File: src/rtl/latch_input_conditioner.sv
// Pad-side conditioner for the D-latch datapath: two-flop sync, per-channel
// debounce, registered edge strobes and a saturating glitch-reject counter.

module latch_input_conditioner_chan #(
  parameter int DEB_CYCLES = 4
) (
  input  logic clk,
  input  logic rst_n,
  input  logic ena,
  input  logic raw,
  output logic lvl,
  output logic take,
  output logic glitch
);
  localparam int CW = $clog2(DEB_CYCLES + 1);
  localparam logic [CW-1:0] LAST = CW'(DEB_CYCLES - 1);

  logic          s1, s2;
  logic [CW-1:0] cnt;

  // take: mismatch has persisted long enough, lvl flips on this edge
  assign take   = ena && (s2 != lvl) && (cnt == LAST);
  assign glitch = ena && (s2 == lvl) && (cnt != '0);

  always_ff @(posedge clk) begin
    if (!rst_n) begin
      s1  <= 1'b0;
      s2  <= 1'b0;
      cnt <= '0;
      lvl <= 1'b0;
    end else begin
      s1 <= raw;
      s2 <= s1;
      if (ena) begin
        if (s2 == lvl) begin
          cnt <= '0;
        end else if (take) begin
          lvl <= s2;
          cnt <= '0;
        end else begin
          cnt <= cnt + 1'b1;
        end
      end
    end
  end
endmodule

module latch_input_conditioner #(
  parameter int DEB_CYCLES = 4,
  parameter int GLITCH_W   = 8
) (
  input  logic                clk,
  input  logic                rst_n,
  input  logic                ena,
  input  logic                raw_d,
  input  logic                raw_e,
  output logic                d_out,
  output logic                e_out,
  output logic                e_rise,
  output logic                e_fall,
  output logic                d_chg,
  output logic [GLITCH_W-1:0] glitch_cnt
);
  localparam logic [GLITCH_W+1:0] GMAX = {2'b00, {GLITCH_W{1'b1}}};

  // channel 0 = D, channel 1 = E
  logic [1:0] raw, lvl, take, glitch;
  logic [GLITCH_W+1:0] gsum;

  assign raw = {raw_e, raw_d};

  for (genvar c = 0; c < 2; c++) begin : g_ch
    latch_input_conditioner_chan #(.DEB_CYCLES(DEB_CYCLES)) u_chan (
      .clk    (clk),
      .rst_n  (rst_n),
      .ena    (ena),
      .raw    (raw[c]),
      .lvl    (lvl[c]),
      .take   (take[c]),
      .glitch (glitch[c])
    );
  end

  assign d_out = lvl[0];
  assign e_out = lvl[1];

  // two extra headroom bits so a double increment near the top is caught
  assign gsum = {2'b00, glitch_cnt} + (GLITCH_W+2)'(glitch[0])
                                    + (GLITCH_W+2)'(glitch[1]);

  always_ff @(posedge clk) begin
    if (!rst_n) begin
      d_chg      <= 1'b0;
      e_rise     <= 1'b0;
      e_fall     <= 1'b0;
      glitch_cnt <= '0;
    end else begin
      d_chg  <= take[0];
      e_rise <= take[1] & ~lvl[1];
      e_fall <= take[1] &  lvl[1];
      if (gsum > GMAX) glitch_cnt <= '1;
      else             glitch_cnt <= gsum[GLITCH_W-1:0];
    end
  end
endmodule

File: config.mk
export PLATFORM = sky130hd
export DESIGN_NAME = latch_input_conditioner
export DESIGN_NICKNAME = d
export VERILOG_FILES = /design/src/rtl/latch_input_conditioner.sv
export SDC_FILE = /design/constraint.sdc
export NUM_CORES = 1
export LEC_CHECK = 0
export CAP_MARGIN = 20
export CORE_MARGIN = 2
export CORE_UTILIZATION = 45
export CTS_CLUSTER_DIAMETER = 200
export CTS_CLUSTER_SIZE = 20
export DETAILED_ROUTE_END_ITERATION = 10
export GPL_TIMING_DRIVEN = 0
export PLACE_DENSITY = 0.7
export SLEW_MARGIN = 20
export SYNTH_ARGS = -nofsm -noshare
export SYNTH_HDL_FRONTEND = slang
export SYNTH_SLANG_ARGS = --single-unit
File: constraint.sdc
create_clock -name clk -period 2.9 [get_ports clk]
set_clock_uncertainty 0.05 [all_clocks]
set_input_delay 0.58 -clock clk [delete_from_list [all_inputs] [get_ports clk]]
set_output_delay 0.58 -clock clk [all_outputs]
set_load 0.02 [all_outputs]
# ---- After elaboration in Yosys (flattened, before gate mapping)
# Cells that the tools add are included.
dict set report classes {
  n_lt_le_gt_ge 1
  add_sub_neg 4
  eq_ne 6
  n_mux 5
  bitwise_logic 5
  reduce_logical 12
}
# operator n
set op_table {}
lappend op_table {{$mux 3} 4}
lappend op_table {{$add 9x1->10} 1}
lappend op_table {{$gt 10x8->1 const B} 1}
lappend op_table {{$add 8x1->9} 1}
lappend op_table {{$logic_and 1x1->1} 8}
lappend op_table {{$mux 8} 1}
lappend op_table {{$add 3x1->3 const B} 2}
lappend op_table {{$eq 3x2->1 const B} 2}
lappend op_table {{$reduce_and 3->1} 2}
lappend op_table {{$reduce_bool 3->1} 2}
lappend op_table {{$not 1->1} 3}
lappend op_table {{$and 1x1->1} 2}
lappend op_table {{$eq 1x1->1} 2}
lappend op_table {{$ne 1x1->1} 2}
dict set report totals {
  input_bits 5
  word_cells 45
  output_inout_bits 13
  regBits 23
}

# ---- Longest topological paths before layout
# Gate-level depths: netlist of run 1.
dict set report depth {
  ltp_word 7
  ltp_mapped 10
  ltp_nobuf 10
}

# ---- Modules after synthesis
# A second synthesis of run 1 with hierarchy kept.
dict set report unflattened {
  cells_unflattened 101
  hier_area_um2 1023.5
}
# module instances cells_each area_per_inst_um2 seq_area_each_um2
set by_module_without_submodules {}
lappend by_module_without_submodules {latch_input_conditioner_chan 2 28 282.8 120.1}
lappend by_module_without_submodules {latch_input_conditioner 1 45 457.9 220.2}

# ---- Least setup slack after synthesis of run 1
# OpenSTA, ideal clock, no wires.
dict set report synth_path {
  path_kind {input port to flip-flop}
  start {in ena}
  end {reg glitch_cnt[0]}
  path_slack_ns 0.679
  path_buffers 1
  required_time_ns 2.778
  stages 8
  arrival_time_ns 2.100
  setup_time_ns 0.072
  path_cell_list {buf_2 -> nand3_1 -> fa_1 -> inv_1 -> ha_1 -> nand2_2 -> or3_1 -> a21oi_1}
}
dict set report synth_between {
  elab_chain_cells 6
  elab_cells_between_ends 8
  classes_between {add/sub (2); order compare (1); mux (1); reduce/logical (4)}
}
# element line_no
set synth_lines {}
lappend synth_lines {{from (decl)} 54} ;# input logic ena,
lappend synth_lines {{$logic_and 1x1->1 (2 in a row)} 23} ;# assign glitch = ena && (s2 == lvl) && (cnt != '0);
lappend synth_lines {{$add 8x1->9} 88} ;# assign gsum = {2'b00, glitch_cnt} + (GLITCH_W+2)'(glitch[0])
lappend synth_lines {{$add 9x1->10 *} 89} ;# + (GLITCH_W+2)'(glitch[1]);
lappend synth_lines {{$gt 10x8->1} 101} ;# if (gsum > GMAX) glitch_cnt <= '1;
lappend synth_lines {{$mux 8 *} 101}
lappend synth_lines {{to (signal assigned)} 102} ;# else glitch_cnt <= gsum[GLITCH_W-1:0];
lappend synth_lines {{to (decl)} 62} ;# output logic [GLITCH_W-1:0] glitch_cnt
# Every way passes the cells marked *; elsewhere a longest branch is shown, timed or not.
# A chain may end at the register's enable or synchronous reset.

# ---- Worst setup path after layout of run 1
dict set report layout_path {
  start {in ena}
  end {reg glitch_cnt[1]}
}
# The elaborated chain is that of the path after synthesis.

==> metrics, run 1 <==
Ys Warns 0; Register Area 460 um^2; slew margin rel. 72.9%; share of total power in sequential cells 65.6%; status completed; Placer Congestion 0.793; gr usage total between 15 and 20%; mean number of vias per cell 5.56; Routed wire per std cell 12.3 um; minimum clock period approximately 2800 ps; vias in the first global route 760; Die Y 51.6 um; worst min path class flip-flop to flip-flop; Required @ worst endpoint 3080 ps; clock buffers created by TritonCTS 3; worst vdd ir between 0.15 and 0.2 mV; pin count of the biggest net entering global routing 13; EDFF count, synth 0; Finish-stage setup viols 0; ys flop type dfxtp_1; I/O pin count 18; CP peak stage delay 580 ps; unique cell type count in the Yosys netlist 35; first-pass GRT wire length 3140 um; share of layout cells above drive strength 1 5.47%; initial antenna violation count 0; Static Leak 0.473 nW; CP arrival 2970 ps; Pwr Density 391 nW/um^2; Antenna Cells 0; Die Area ~2700 um^2; I/O Buffers 17; Worst-path clk slew 120 ps; RSZ-0062 raised after global routing false; worst skew pair latency ~300 ps; Synth Instances 107; Syn Nets 118; CTS tree built; final critical-path share of the clock period between 90 and 100%; Worst-Margin Slew 407 ps; clk buf depth 2; Critical Path Fanout Max 10; most common cell after layout, fill and taps aside dfxtp_1; Hold Fails Final Rpt 0; Area Growth Syn to Fin 22.9%; CP Cell Sequence clkdlybuf4s50_1 > clkbuf_4 > nand3_1 > fa_1 > inv_1 > ha_1 > nand2_2 > or3_1 > a21oi_1; CTS H-tree lvls 1; Comb power frac 5.3%; Overall Power 490 uW; Antenna Violating Nets Remaining 0; FMAX 358 MHz; post-synth top area cell dfxtp_1; design area 1250 um^2; First DRT Iteration DRCs 9; Starting Density 47.1%; placed cell area approximately 1200 um^2; Crit Path Class input pin to flip-flop; share of the synthesized area in the top cell type a little under half; row count 17; hpwl dp 1410 um; root buffer cell clkbuf_4; Filler cells around 230; Mapped Area between 1000 and 1500 um^2; Sw Pwr between 100 and 150 uW; Clock Sinks 23; Multi-input gate area 522 um^2; Crit-path slowest cell clkdlybuf4s50_1; Int Power 386 uW; Slew Viols, Final 0; Detailed Routing Iterations Pass 1 4; final global-route overflow total 0; vias after detailed routing 868; core region area around 2200 um^2; clock power share 29.0%; fin nets 140; max cap viols 0; most frequent cells in the layout dfxtp_1, clkdlybuf4s50_1, inv_1; startpoint types input pin; post-synthesis sequential area ratio 45.1%; syn_area_per_cell approximately 9.5 um^2; Residual DRC 0; Die X 51.6 um; WL final about 1900 um; flops & latches, synth 23; CP endpoint kind flip-flop; Sw Ratio a little over a fifth; asr flop ratio synth 0%; synth top area cells dfxtp_1, ha_1, and2_1
## registers in the layout (all words and copies together) (netlist names)
register	flops
d_chg	1
e_fall	1
e_rise	1
g_ch.u_chan.cnt	6
g_ch.u_chan.lvl	2
g_ch.u_chan.s1	2
g_ch.u_chan.s2	2
glitch_cnt	8
## worst max-delay path: cells and delay by family
family                     cells  cell delay (ps)
buffers and inverters          3              890
adders and majority gates      2              710
and+or+nand+nor                3              630
AOI/OAI and AO/OA              1              150
## cells in the mapped netlist (3+ instances only)
cell and number:
inv_1 7, nor2_1 6, nand2b_1 4, a21oi_1 5, nand3b_1 3, nor4b_1 3, nand3_1 3, o21ai_0 6
nand2_1 3, dfxtp_1 23, and3_1 3, ha_1 5, and2_1 5
## cell type report
class                   instances  share of cell area, %
plain buffers                   2                  0.897
clock buffers                   4                   2.09
inverters                       8                   2.39
multi-input cells              74                   41.6
flip-flops and latches         23                   36.7
well taps                      28                   2.79
repair buffers                 17                   13.6
## stage by stage
stage / setup WS (ps) / setup TNS [ps] / cells / util [%] / hold WS (ps)
floorplan: 679 / 0 / 107 / - / 362
global placement: -162 / -366 / 152 / 56.5 / 365
detailed placement: -193 / -483 / 152 / 56.5 / 369
CTS: 116 / 0 / 156 / 57.7 / 398
global route: 15.0 / 0 / 156 / 57.8 / 430
finish: 109 / 0 / 156 / 57.8 / 395
## power by group through the flow
stage	clock [mW]	sequential [mW]	combinational, mW
floorplan	0	0.329	0.0135
global route	0.164	0.322	0.0294
detailed placement	0	0.329	0.0259
global placement	0	0.329	0.0255
CTS	0.150	0.322	0.0260
finish	0.142	0.322	0.0262
## path summary, 6_finish.rpt
kind	start	endpoint	slack [ps]	depth (start not counted)
worst max-delay path	ena	glitch_cnt[1]	110	9
worst min-delay path	g_ch[0].u_chan.s1	g_ch[0].u_chan.s2	400	1
worst max register to register	g_ch[1].u_chan.lvl	glitch_cnt[1]	460	8
worst min register to register	g_ch[0].u_chan.s1	g_ch[0].u_chan.s2	400	1
## routing by layer
metal / vias up / share of wire [%] / GRT usage (%)
met5: - / 0 / 0
met4: 0 / 0.73 / 5.70
met3: 2 / 5.4 / 4.02
met2: 21 / 47 / 25.2
met1: 422 / 47 / 20.2
li1: 423 / - / -
## cell families (layout without fill, tap and decap cells)
| kind of cell | count (synthesis) | count (layout) | synth area share (%) |
|---|---|---|---|
| simple gates | 44 | 44 | 26.8 |
| fa+ha+maj | 6 | 6 | 8.09 |
| xor+xnor | 2 | 2 | 1.72 |
| compound gates | 20 | 20 | 12.5 |
| buf+inv | 10 | 31 | 3.80 |
| mux | 2 | 2 | 1.96 |
| flops | 23 | 23 | 45.1 |
## timing repair
action / 4_1_cts / 5_1_grt
hold buffers: 0 / 0
endpoints found under the setup margin: 0 / 2
resized for setup: 0 / 1
buffers inserted: 0 / 0
Power figures use the tool's default switching activity.
==> run 2, diff against run 1 <==
Settings changed: ABC_AREA set to 1, CORE_UTILIZATION 45 to 51, PLACE_DENSITY 0.7 to 0.77.
==> metrics, run 2 <==
Slew Viols, Final 0; Crit-path slowest cell clkdlybuf4s50_1; I/O Buffers 17; hold worst-path end g_ch[0].u_chan.s2; Commonest cells post-synth nand2_1, inv_1, dfxtp_1; Starting Density between 50% and 60%; Static Leak 0.561 nW; post-synthesis sequential area ratio 43.4%; gr usage total 17.6%; share of the synthesized area in the top cell type 43.4%; slew margin rel. between 60% and 70%; most common cell in the netlist nand2_1; Worst-Margin Slew 461 ps; ys flop type dfxtp_1; most common cell after layout, fill and taps aside nand2_1; Hold Fails Final Rpt 0; Critical Path Fanout Max 10; RSZ-0062 raised after global routing false; Die Area 2460 um^2; initial antenna violation count 0; Ys Warns 0; share of layout cells above drive strength 1 7.32%; Min-Delay Path Depth 2; Residual DRC 0; Crit Path Class input pin to flip-flop; unique cell type count in the Yosys netlist 22; FMAX 387 MHz; CTS Hold Buffers Added 0; I/O pin count 18; number of setup buffers added after CTS 0; mean number of vias per cell 4.90; flops & latches, synth 23; WL final ~2000 um; asr flop ratio synth 0%; Largest Register glitch_cnt; most frequent cells in the layout nand2_1, inv_1, dfxtp_1; synth top area cells dfxtp_1, nand2_1, inv_1; CP peak stage delay approximately 580 ps; root buffer cell clkbuf_4; hold_sp g_ch[0].u_chan.s1; minimum clock period 2590 ps; CP Cell Sequence clkdlybuf4s50_1 > buf_2 > nand3_1 > fa_1 > inv_1 > ha_1 > nand2_2 > nor2_2 > nand2_2 > nand2_1 > nor2_1 > nor2_1; clock buffers created by TritonCTS 3; Area Growth Syn to Fin 21.7%; pin count of the biggest net entering global routing 13; final global-route overflow total 0; Die X 49.6 um; reg2reg path depth 13; Synth Instances about 140; max cap viols 0; Syn Nets 154; Worst-path clk slew approximately 110 ps; Antenna Violating Nets Remaining 0; core region area 1960 um^2; CTS tree built; Filler cells ~190; Largest regs glitch_cnt: 8 flops, g_ch.u_chan.cnt: 6 flops; Resize count post-CTS 0; worst skew pair latency 300 ps; worst r2r src g_ch[1].u_chan.lvl; Clock Sinks 23; Die Y 49.6 um; first-pass GRT wire length ~3400 um; syn_area_per_cell 7.41 um^2; Placer Congestion 0.890; Required @ worst endpoint 3090 ps; CP endpoint kind flip-flop; vias in the first global route 888; startpoint types input pin; number of flip-flops under the largest register name 8; Detailed Routing Iterations Pass 1 4; EDFF count, synth 0; FF-to-FF setup slack approximately 660 ps; clk buf depth 2; vias after detailed routing 936; worst vdd ir between 0.3 and 0.4 mV; CP arrival 2780 ps; Routed wire per std cell 10.5 um; CP top delay family buffers and inverters; First DRT Iteration DRCs 14; Worst Slack Setup Final roughly 310 ps; Pwr Density ~380 nW/um^2; fin nets 176; Finish-stage setup viols 0; post-synth top area cell dfxtp_1; worst min path class flip-flop to flip-flop; pre-CTS WS 17.1 ps; row count 16; final critical-path share of the clock period 89.2%; Antenna Cells 0; hpwl dp 1590 um; status completed; Mapped Area about 1100 um^2; CP bufs+invs 3; Setup TNS Final 0 ps; Crit Reg-Reg Endpoint glitch_cnt[5]; CTS H-tree lvls 1
## run 2: worst max path at each step
stage	start	to	slack, ps	cells past startpoint
after floorplan	g_ch[1].u_chan.lvl	glitch_cnt[5]	770	13
after global placement	ena	glitch_cnt[5]	50	12
after detailed placement	ena	glitch_cnt[5]	20	12
after CTS	ena	glitch_cnt[5]	330	12
after global routing	ena	glitch_cnt[5]	190	12
final	ena	glitch_cnt[5]	310	12
## run 2: power by group
| part | switching, mW | total, mW | internal (mW) | leakage, nW |
|---|---|---|---|---|
| logic | 0.0192 | 0.0332 | 0.0140 | 0.360 |
| clock network | 0.0838 | 0.137 | 0.0535 | 0.0150 |
| registers | 0.00189 | 0.322 | 0.320 | 0.186 |
## run 2: metrics by stage
| stage | utilization (%) | instances | cell area, um^2 | power (mW) | hold WS, ps |
|---|---|---|---|---|---|
| global route | 65.8 | 191 | 1290 | 0.518 | 411 |
| global placement | 64.4 | 187 | 1260 | 0.361 | 342 |
| detailed placement | 64.4 | 187 | 1260 | 0.363 | 351 |
| CTS | 65.8 | 191 | 1290 | 0.500 | 376 |
| finish | 65.8 | 191 | 1290 | 0.493 | 372 |
| floorplan | - | 143 | 1060 | 0.349 | 340 |
## run 2: layout make-up
| type | instances | area [um^2] | area share, % |
|---|---|---|---|
| sequential | 23 | 460 | 35.7 |
| multi-input combinational | 88 | 468 | 36.3 |
| clock buffer | 4 | 26.3 | 2.04 |
| inverter | 29 | 109 | 8.44 |
| buffer | 3 | 22.5 | 1.75 |
| timing repair buffer | 17 | 170 | 13.2 |
| tap | 27 | 33.8 | 2.62 |
## run 2: kinds of logic after synthesis
kind of cell	Yosys count	synth area share (%)
flip-flops	23	43.4
AND/OR/NAND/NOR	62	25.7
XOR/XNOR	1	0.827
buffers and inverters	32	12.4
adder cells (fa/ha/maj)	6	7.79
AO/OA/AOI/OAI	19	9.80
## run 2: routing by layer
metal / GRT usage, % / share of wire (%) / up-vias
met4: 5.56 / 1.4 / 0
met5: 0 / 0 / -
met1: 18.9 / 41 / 419
met2: 34.4 / 53 / 24
met3: 2.73 / 4.2 / 6
li1: - / - / 487
## run 2: tightest hold or removal path, cell delays in order (launching register included)
cell,delay (ps)
dfxtp_1,320
nand2_1,50
inv_1,30
==> run 3, diff against run 2 <==
Settings changed: CORE_UTILIZATION 51 to 60, DONT_BUFFER_PORTS set to 1, PLACE_DENSITY 0.77 to 0.76.
==> metrics, run 3 (synthesis gave the netlist of run 2 again) <==
CP bufs+invs 2; first-pass GRT wire length 2920 um; status completed; hpwl dp 1450 um; Finish-stage setup viols 0; I/O Buffers 0; core region area around 1700 um^2; gr usage total slightly below 20%; max cap viols 0; clock buffers created by TritonCTS 3; Setup TNS Final 0 ps; vias in the first global route 704; CTS tree built; CP peak stage delay between 500 and 600 ps; root buffer cell clkbuf_4; RSZ-0062 raised after global routing false; number of setup buffers added after CTS 0; final global-route overflow total 0; I/O pin count 18; CP Cell Sequence inv_1 > nand2_1 > nand3_1 > a21o_1 > fa_1 > inv_1 > ha_1 > nand2_2 > nor2_2 > nand2_2 > nand2_1 > nor2_1 > nor2_1; Worst Slack Setup Final 542 ps; most common cell after layout, fill and taps aside nand2_1; hold_ws 308 ps; CP arrival 2560 ps; FMAX 424 MHz; Pwr Density 445 nW/um^2; Die Y roughly 46 um; Crit Path Class flip-flop to flip-flop; WL final 1860 um; Critical Path Fanout Max 7; crit path from g_ch[1].u_chan.lvl; worst skew pair latency 310 ps; slew margin rel. 67.9%; Hold Fails Final Rpt 0; Filler cells 138; clk buf depth 2; worst min path class input pin to flip-flop; First DRT Iteration DRCs 5; fin nets between 150 and 200; share of layout cells above drive strength 1 8.16%; Clock Sinks 23; initial antenna violation count 0; pin count of the biggest net entering global routing 13; CP endpoint kind flip-flop; Resize count post-CTS 0; Die X 46.0 um; startpoint types flip-flop; minimum clock period 2360 ps; Starting Density between 60% and 70%; Routed wire per std cell 11.3 um; vias after detailed routing 855; Residual DRC 0; number of flip-flops under the largest register name 8; CTS H-tree lvls 1; mean number of vias per cell 5.21; Detailed Routing Iterations Pass 1 4; Largest Register glitch_cnt; Antenna Violating Nets Remaining 0; CTS Hold Buffers Added 0; row count 15; final critical-path share of the clock period 81.3%; Worst-path clk slew ~120 ps; Slew Viols, Final 0; Area Growth Syn to Fin 4.49%; hold_sp raw_e; CP top delay family simple AND/OR/NAND/NOR gates; Placer Congestion 0.810; most frequent cells in the layout nand2_1, inv_1, dfxtp_1; Worst-Margin Slew between 400 and 500 ps; Required @ worst endpoint 3100 ps; Crit-path slowest cell dfxtp_1; worst r2r src g_ch[1].u_chan.lvl; Antenna Cells 0; Die Area ~2100 um^2; Largest regs glitch_cnt: 8 flops, g_ch.u_chan.cnt: 6 flops; worst vdd ir 0.274 mV; pre-CTS WS 590 ps; Static Leak 0.501 nW
[run 3: cell count changes in the layout (fill, tap and decap cells not counted)]
cell / previous run / this run
clkdlybuf4s50_1: 17 / 0
[run 3: final timing paths]
kind,slack (ps),to,cells past startpoint
worst min register to register,370,g_ch[0].u_chan.s2,2
worst max-delay path,540,glitch_cnt[5],13
worst max register to register,540,glitch_cnt[5],13
worst min-delay path,310,g_ch[1].u_chan.s1,2
[run 3: where the power goes]
group	switching, mW	total (mW)	internal [mW]
registers	0.00300	0.323	0.320
logic	0.0156	0.0238	0.00826
clock network	0.0924	0.146	0.0537
[run 3: through the flow]
stage          utilization (%)  area (um^2)  cells  power, mW
3_3_place_gp              64.0         1080    160      0.353
4_1_cts                   65.6         1110    164      0.499
2_1_floorplan                -         1060    143      0.349
5_1_grt                   65.6         1110    164      0.515
6_report                  65.6         1110    164      0.493
3_5_place_dp              64.0         1080    160      0.355
[run 3: final cells by class]
class | instances | area, um^2 | area share (%)
Multi-Input combinational cell | 88 | 468 | 42.3
Clock buffer | 4 | 26.3 | 2.37
Tap cell | 17 | 21.3 | 1.92
Inverter | 29 | 109 | 9.83
Sequential cell | 23 | 460 | 41.6
Buffer | 3 | 22.5 | 2.03
[run 3: metal layers]
layer,global-route usage [%],vias up,wire [um]
li1,-,454,-
met1,23.6,384,823
met2,32.8,13,931
met3,4.37,4,65
met4,6.86,0,34
met5,0,-,0
